===== src/rtl/cdb_broadcaster_pkg.sv =====
// Shared types and constants for the common-data-bus transmit end.
// Also holds the branch-mask helpers used by every per-unit result FIFO.
package cdb_broadcaster_pkg;

    localparam int CDB_WIDTH      = 2;
    localparam int EBR_MASK_SIZE  = 4;
    localparam int NUM_EU_DEFAULT = 4;
    localparam int PRD_W          = 6;
    localparam int ROB_W          = 5;

    typedef logic [EBR_MASK_SIZE-1:0] ebr_mask_t;

    typedef struct packed {
        logic [PRD_W-1:0] prd_s;
        logic [ROB_W-1:0] rob_id;
        logic [31:0]      rd_v;
    } cdb_t;

    typedef struct packed {
        cdb_t      data;
        ebr_mask_t ebr_mask;
        logic      valid;
    } cdb_entry_t;

    // A result dies when the branch it depends on resolves as mispredicted.
    function automatic logic ebr_kill(input ebr_mask_t mask, input logic bra_done,
                                      input logic bra_mispredict, input ebr_mask_t bra_id);
        return bra_done && bra_mispredict && ((mask & bra_id) != '0);
    endfunction

    function automatic ebr_mask_t ebr_resolve(input ebr_mask_t mask, input logic bra_done,
                                              input logic bra_mispredict, input ebr_mask_t bra_id);
        return (bra_done && !bra_mispredict) ? (mask & ~bra_id) : mask;
    endfunction

endpackage


===== src/rtl/cdb_result_fifo.sv =====
// Per-unit result FIFO: circular storage that drops squashed entries and
// re-packs the survivors behind the head so no holes ever reach the bus.
module cdb_result_fifo
    import cdb_broadcaster_pkg::*;
#(
    parameter int DEPTH = 2
) (
    input  logic      clk,
    input  logic      rst,
    input  logic      push,
    input  cdb_t      push_data,
    input  ebr_mask_t push_mask,
    input  logic      pop,
    input  logic      late_flush,
    input  logic      bra_done,
    input  logic      bra_mispredict,
    input  ebr_mask_t bra_id,
    output cdb_t      head_data,
    output logic      head_ok,
    output logic      empty,
    output logic      full
);

    localparam int PTR_W = $clog2(DEPTH);
    localparam int CNT_W = $clog2(DEPTH + 1);

    cdb_entry_t       mem_reg  [DEPTH];
    cdb_entry_t       mem_next [DEPTH];
    logic [PTR_W-1:0] head_reg, head_next;
    logic [CNT_W-1:0] count_reg, count_next;

    cdb_entry_t       head_entry;
    cdb_entry_t       scan_entry;
    logic             pop_eff;
    logic [CNT_W-1:0] kept;
    logic [PTR_W-1:0] rd_idx, wr_idx;

    always_comb begin
        head_entry = mem_reg[head_reg];
        empty      = (count_reg == '0);
        full       = (count_reg == CNT_W'(DEPTH));
        head_data  = head_entry.data;
        // A head being squashed this cycle must not reach the bus.
        head_ok    = !empty && head_entry.valid && !late_flush &&
                     !ebr_kill(head_entry.ebr_mask, bra_done, bra_mispredict, bra_id);
    end

    always_comb begin
        mem_next = mem_reg;
        for (int e = 0; e < DEPTH; e++) begin
            mem_next[e].valid = 1'b0;
        end
        pop_eff    = pop && head_ok;
        head_next  = head_reg + PTR_W'(pop_eff);
        kept       = '0;
        rd_idx     = '0;
        wr_idx     = '0;
        scan_entry = '0;

        // Walk entries oldest first and re-pack survivors starting at the new head.
        for (int j = 0; j < DEPTH; j++) begin
            rd_idx     = head_reg + PTR_W'(j);
            scan_entry = mem_reg[rd_idx];
            if ((CNT_W'(j) < count_reg) && !(j == 0 && pop_eff) &&
                !ebr_kill(scan_entry.ebr_mask, bra_done, bra_mispredict, bra_id)) begin
                wr_idx           = head_next + kept[PTR_W-1:0];
                mem_next[wr_idx] = '{data:     scan_entry.data,
                                     ebr_mask: ebr_resolve(scan_entry.ebr_mask, bra_done,
                                                           bra_mispredict, bra_id),
                                     valid:    1'b1};
                kept             = kept + CNT_W'(1);
            end
        end

        if (push && !ebr_kill(push_mask, bra_done, bra_mispredict, bra_id)) begin
            wr_idx           = head_next + kept[PTR_W-1:0];
            mem_next[wr_idx] = '{data:     push_data,
                                 ebr_mask: ebr_resolve(push_mask, bra_done, bra_mispredict, bra_id),
                                 valid:    1'b1};
            kept             = kept + CNT_W'(1);
        end
        count_next = kept;

        if (late_flush) begin
            head_next  = head_reg;
            count_next = '0;
            for (int e = 0; e < DEPTH; e++) begin
                mem_next[e].valid = 1'b0;
            end
        end
    end

    always_ff @(posedge clk) begin
        if (!rst) begin
            head_reg  <= '0;
            count_reg <= '0;
            for (int e = 0; e < DEPTH; e++) begin
                mem_reg[e] <= '0;
            end
        end else begin
            head_reg  <= head_next;
            count_reg <= count_next;
            for (int e = 0; e < DEPTH; e++) begin
                mem_reg[e] <= mem_next[e];
            end
        end
    end

endmodule


===== src/rtl/cdb_broadcaster.sv =====
// Common-data-bus transmit end: buffers execution-unit results and grants up
// to CDB_WIDTH of them per cycle in round-robin order starting at rr_ptr.
module cdb_broadcaster
    import cdb_broadcaster_pkg::*;
#(
    parameter int NUM_EU     = NUM_EU_DEFAULT,
    parameter int FIFO_DEPTH = 2
) (
    input  logic                 clk,
    input  logic                 rst,
    input  logic [NUM_EU-1:0]    eu_valid,
    input  cdb_t                 eu_data     [NUM_EU],
    input  ebr_mask_t            eu_ebr_mask [NUM_EU],
    output logic [NUM_EU-1:0]    eu_ready,
    output cdb_t                 cdb_out     [CDB_WIDTH],
    output logic [CDB_WIDTH-1:0] cdb_bc,
    input  logic                 late_flush,
    input  logic                 bra_done,
    input  logic                 bra_mispredict,
    input  ebr_mask_t            bra_id
);

    localparam int RR_W   = (NUM_EU > 1) ? $clog2(NUM_EU) : 1;
    localparam int GNT_W  = $clog2(CDB_WIDTH + 1);
    localparam int SLOT_W = (CDB_WIDTH > 1) ? $clog2(CDB_WIDTH) : 1;

    logic [RR_W-1:0]   rr_ptr_reg, rr_ptr_next;
    cdb_t              head_data [NUM_EU];
    logic [NUM_EU-1:0] head_ok, fifo_empty, fifo_full, push, pop;

    logic [RR_W:0]     scan_sum;
    logic [RR_W-1:0]   unit_idx, last_idx;
    logic [GNT_W-1:0]  grant_cnt;

    // Ready depends only on registered occupancy; a same-cycle pop frees nothing.
    assign eu_ready = rst ? ~fifo_full : '0;

    generate
        for (genvar gi = 0; gi < NUM_EU; gi++) begin : g_eu
            assign push[gi] = eu_valid[gi] && eu_ready[gi];

            cdb_result_fifo #(
                .DEPTH(FIFO_DEPTH)
            ) u_fifo (
                .clk           (clk),
                .rst           (rst),
                .push          (push[gi]),
                .push_data     (eu_data[gi]),
                .push_mask     (eu_ebr_mask[gi]),
                .pop           (pop[gi]),
                .late_flush    (late_flush),
                .bra_done      (bra_done),
                .bra_mispredict(bra_mispredict),
                .bra_id        (bra_id),
                .head_data     (head_data[gi]),
                .head_ok       (head_ok[gi]),
                .empty         (fifo_empty[gi]),
                .full          (fifo_full[gi])
            );
        end
    endgenerate

    always_comb begin
        cdb_bc = '0;
        for (int k = 0; k < CDB_WIDTH; k++) begin
            cdb_out[k] = '0;
        end
        pop       = '0;
        grant_cnt = '0;
        last_idx  = rr_ptr_reg;
        scan_sum  = '0;
        unit_idx  = '0;

        for (int off = 0; off < NUM_EU; off++) begin
            scan_sum = {1'b0, rr_ptr_reg} + (RR_W + 1)'(off);
            unit_idx = (scan_sum >= (RR_W + 1)'(NUM_EU)) ?
                       RR_W'(scan_sum - (RR_W + 1)'(NUM_EU)) : RR_W'(scan_sum);
            if (rst && (grant_cnt < GNT_W'(CDB_WIDTH)) &&
                !fifo_empty[unit_idx] && head_ok[unit_idx]) begin
                cdb_out[grant_cnt[SLOT_W-1:0]] = head_data[unit_idx];
                cdb_bc[grant_cnt[SLOT_W-1:0]]  = 1'b1;
                pop[unit_idx]                  = 1'b1;
                last_idx                       = unit_idx;
                grant_cnt                      = grant_cnt + GNT_W'(1);
            end
        end

        if (grant_cnt == '0) begin
            rr_ptr_next = rr_ptr_reg;
        end else if (last_idx == RR_W'(NUM_EU - 1)) begin
            rr_ptr_next = '0;
        end else begin
            rr_ptr_next = last_idx + RR_W'(1);
        end
    end

    always_ff @(posedge clk) begin
        if (!rst) begin
            rr_ptr_reg <= '0;
        end else begin
            rr_ptr_reg <= rr_ptr_next;
        end
    end

endmodule


===== config.mk =====
export PLATFORM = sky130hd
export DESIGN_NAME = cdb_broadcaster
export DESIGN_NICKNAME = d
export VERILOG_FILES = /design/src/rtl/cdb_broadcaster_pkg.sv /design/src/rtl/cdb_result_fifo.sv /design/src/rtl/cdb_broadcaster.sv
export SDC_FILE = /design/constraint.sdc
export NUM_CORES = 2
export LEC_CHECK = 0
export CORE_UTILIZATION = 43
export DETAILED_ROUTE_END_ITERATION = 10
export SKIP_LAST_GASP = 1
export SYNTH_ARGS = -nofsm -noshare
export SYNTH_HDL_FRONTEND = slang
export SYNTH_SLANG_ARGS = --single-unit

===== constraint.sdc =====
create_clock -name clk -period 7.4 [get_ports clk]
set_input_delay 1.48 -clock clk [delete_from_list [all_inputs] [get_ports clk]]
set_output_delay 1.48 -clock clk [all_outputs]
set_load 0.02 [all_outputs]

==> flow_summary.json <==
{
  "status": "complete, no violations",
  "critical_path_class": "in -> out",
  "detailedRoute.firstIterationViolations": 2750,
  "ys_types": 69,
  "viasPerCell": 6.16,
  "p_switching_w": 0.00156,
  "fmax_mhz": 136,
  "nNetsFinal": 3768,
  "postCtsSetupBuffers": 0,
  "layout-drive-gt1-share_pct": 17.5,
  "clkTransAtPathRegs_ns": 0.05,
  "synthTopCellsByArea": "dfxtp_1, mux2i_1, nand2_1, mux4_2, mux2_2",
  "cts_buffers": 49,
  "dp.final_hpwl_um": 73600,
  "synth_fa_ha_area_share_pct": 1.38,
  "wire_per_inst_um": 24.0,
  "power_density_mw_per_mm2": 159,
  "combPwrFrac_pct": 14.7,
  "clkLatencyLatePin_ns": 0.62,
  "hold_path_class": "reg -> reg",
  "fin_crit_sh_pct": 99.1,
  "synth_area_per_cell_sq_um": 8.52,
  "gp_congestion": 0.942,
  "period_needed_ns": 7.33,
  "yosys.area_share.xor_xnor_pct": 0.307,
  "wirelength_um": 106000,
  "port_buffers": 292,
  "grt_pass1_wl_um": 158000,
  "nFillCells": 6079,
  "multi_input_area_sq_mm": 0.0194,
  "ys.flop_type": "dfxtp_1",
  "yosysTopAreaCell": "dfxtp_1",
  "syn_nets": 3633,
  "tightest_slew_ns": 1.19,
  "grt_max_degree": 199,
  "p_clk_share_pct": 43.4,
  "synth.yosys.seq_area_share_pct": 27.5,
  "hold_viol": 0,
  "gr-total-overflow": 0,
  "root_buffer": "clkbuf_16",
  "dieArea_sq_mm": 0.0684,
  "report.final.slew_viol_count": 0,
  "ctsHoldBuffers": 0,
  "seq_power_share_pct": 41.9,
  "synth_edf_count": 0,
  "cts_num_sinks": 398,
  "setup_slack_ns": 0.0687,
  "cts_tree": "done",
  "drcViolationCount": 0,
  "htree_num_levels": 2,
  "synth_seq_cells": 398,
  "max_slew_margin_pct": 18.4,
  "async_reset_ff_share_pct": 0,
  "drv_cap": 0,
  "grt_setup_unrepaired": "true",
  "fin_cells": 4439,
  "yosysWarnings": 0,
  "placedCellCount": 4348,
  "syn_inst": 3400,
  "sw_frac_of_total_pct": 28.3,
  "dr.pass1.iters": 6,
  "cp-end-kind": "primary output",
  "critPathMaxFanout": 10,
  "largest_register_ffs": 384,
  "crit_path_start_kind": "primary input",
  "p_int_w": 0.00395,
  "ant_nets": 0,
  "fp.dieH_um": 262,
  "grt_pass1_vias": 25500,
  "antenna_found_initial": 6,
  "place_ws_ns": -0.0692,
  "core_area_sq_mm": 0.0662,
  "synth.top_cell.area_share_pct": 27.5,
  "die_w_um": 262,
  "synth_compound_area_share_pct": 19.8,
  "io_pins": 293,
  "p_leak_nw": 12.0,
  "initial_core_util_pct": 43.7,
  "syn_area_sq_mm": 0.0290,
  "finalSetupViolCount": 0,
  "cts-resized-gates": 3,
  "synth_top_family_by_area": "multiplexers",
  "rows": 94,
  "grt_use_total_pct": 30.3,
  "peakVddDrop_mv": 0.143,
  "cts.path.max_buffers": 3,
  "crit_arrival_ns": 5.85,
  "fin_worst_skew_ns": 0.0283,
  "via_count": 27300,
  "critical_path_required_ns": 5.92,
  "synthMuxAreaShare_pct": 30.2,
  "syn2layout_area_growth_pct": 19.4,
  "ff_latch_area_sq_mm": 0.00799,
  "synthSimpleGateAreaFrac_pct": 14.8
}
## cell usage after synthesis, types with 17 or more instances
cell        n
buf_1      27
buf_2      33
a31o_2     37
o21ai_1    39
o31ai_1   138
ha_1       32
mux4_2     88
o211ai_1   59
buf_4      17
o311ai_0   17
mux2i_1   489
nand2_1   597
nor2_1    102
mux2_2    151
dfxtp_1   398
o31ai_2    35
a21oi_1    65
nand3_1   112
a211oi_1   74
a211oi_2   19
clkbuf_1  235
or2_2      51
o21ai_0   237
nor3_1     93
inv_1      69
## per-stage QoR
stage                     hold slack, ns  instance area, sq um  utilization (%)  total power, W  TNS (ns)
after global routing               0.575                 34600             52.2         0.00570    -0.263
after CTS                          0.556                 34500             52.2         0.00553         0
final                              0.555                 34600             52.2         0.00551         0
after floorplan                    0.531                 29000                -         0.00281         0
after detailed placement           0.553                 32900             49.7         0.00315    -0.169
after global placement             0.542                 32900             49.7         0.00312         0
## routing by layer
layer	GRT usage, %	part of all wire (%)	vias to the layer above
met2	45.8	44	1169
met3	6.29	8.8	152
met4	7.74	2.5	8
li1	-	-	12700
met1	43.7	45	13300
met5	0	0.055	-
## logic make-up after synthesis
logic type,count (synthesis)
multiplexers,741
AO/OA/AOI/OAI,816
flip-flops,398
buffers and inverters,402
AND/OR/NAND/NOR,1003
XOR/XNOR,8
adder cells (fa/ha/maj),32
## cell usage in the layout, fill, tap and decap left out, types with 50 or more instances in the layout
master,count
mux2_2,151
nor3_1,90
mux2i_1,486
clkdlybuf4s50_1,274
o31ai_1,138
a211oi_1,74
or2_2,52
buf_4,91
o211ai_1,59
inv_1,68
o21ai_0,236
nor2_1,97
nand3_1,112
clkbuf_16,50
a21oi_1,64
nand2_1,596
mux4_2,88
dfxtp_1,392
## final timing paths
path | from | end | slack, ns | cells after the start
min | g_eu[0].u_fifo.mem_reg[88]$_SDFF_PN0_ | g_eu[0].u_fifo.mem_reg[88]$_SDFF_PN0_ | 0.55 | 2
max | late_flush | cdb_out[39] | 0.07 | 15
max reg2reg | g_eu[1].u_fifo.head_reg$_SDFFE_PN0N_ | g_eu[3].u_fifo.mem_reg[24]$_SDFF_PN0_ | 1.41 | 21
min reg2reg | g_eu[0].u_fifo.mem_reg[88]$_SDFF_PN0_ | g_eu[0].u_fifo.mem_reg[88]$_SDFF_PN0_ | 0.55 | 2
## power groups by stage
stage | Sequential, W | Clock [W] | Combinational [W]
global route | 0.00232 | 0.00251 | 0.000864
CTS | 0.00231 | 0.00242 | 0.000799
detailed placement | 0.00235 | 0 | 0.000796
global placement | 0.00235 | 0 | 0.000778
floorplan | 0.00234 | 0 | 0.000469
finish | 0.00231 | 0.00239 | 0.000810
## cell type report
type,count,share of cell area [%]
clock buffer,73,4.10
clock inverter,14,0.485
multi-input combinational,2600,56.1
inverter,73,0.821
tap,864,3.13
antenna,4,0.0289
sequential,398,23.1
timing repair buffer,413,12.3
## worst max-delay path, stage by stage
cell             delay, ns
clkdlybuf4s50_1       0.52
or2_2                 0.37
or3_1                 0.40
mux4_2                0.50
or2_1                 0.27
inv_2                 0.07
ha_1                  0.24
buf_4                 0.15
xor2_1                0.19
nor2_4                0.25
buf_4                 0.24
a211oi_1              0.06
buf_4                 0.15
a21oi_1               0.28
clkdlybuf4s50_1       0.67
Power figures use the tool's default switching activity.
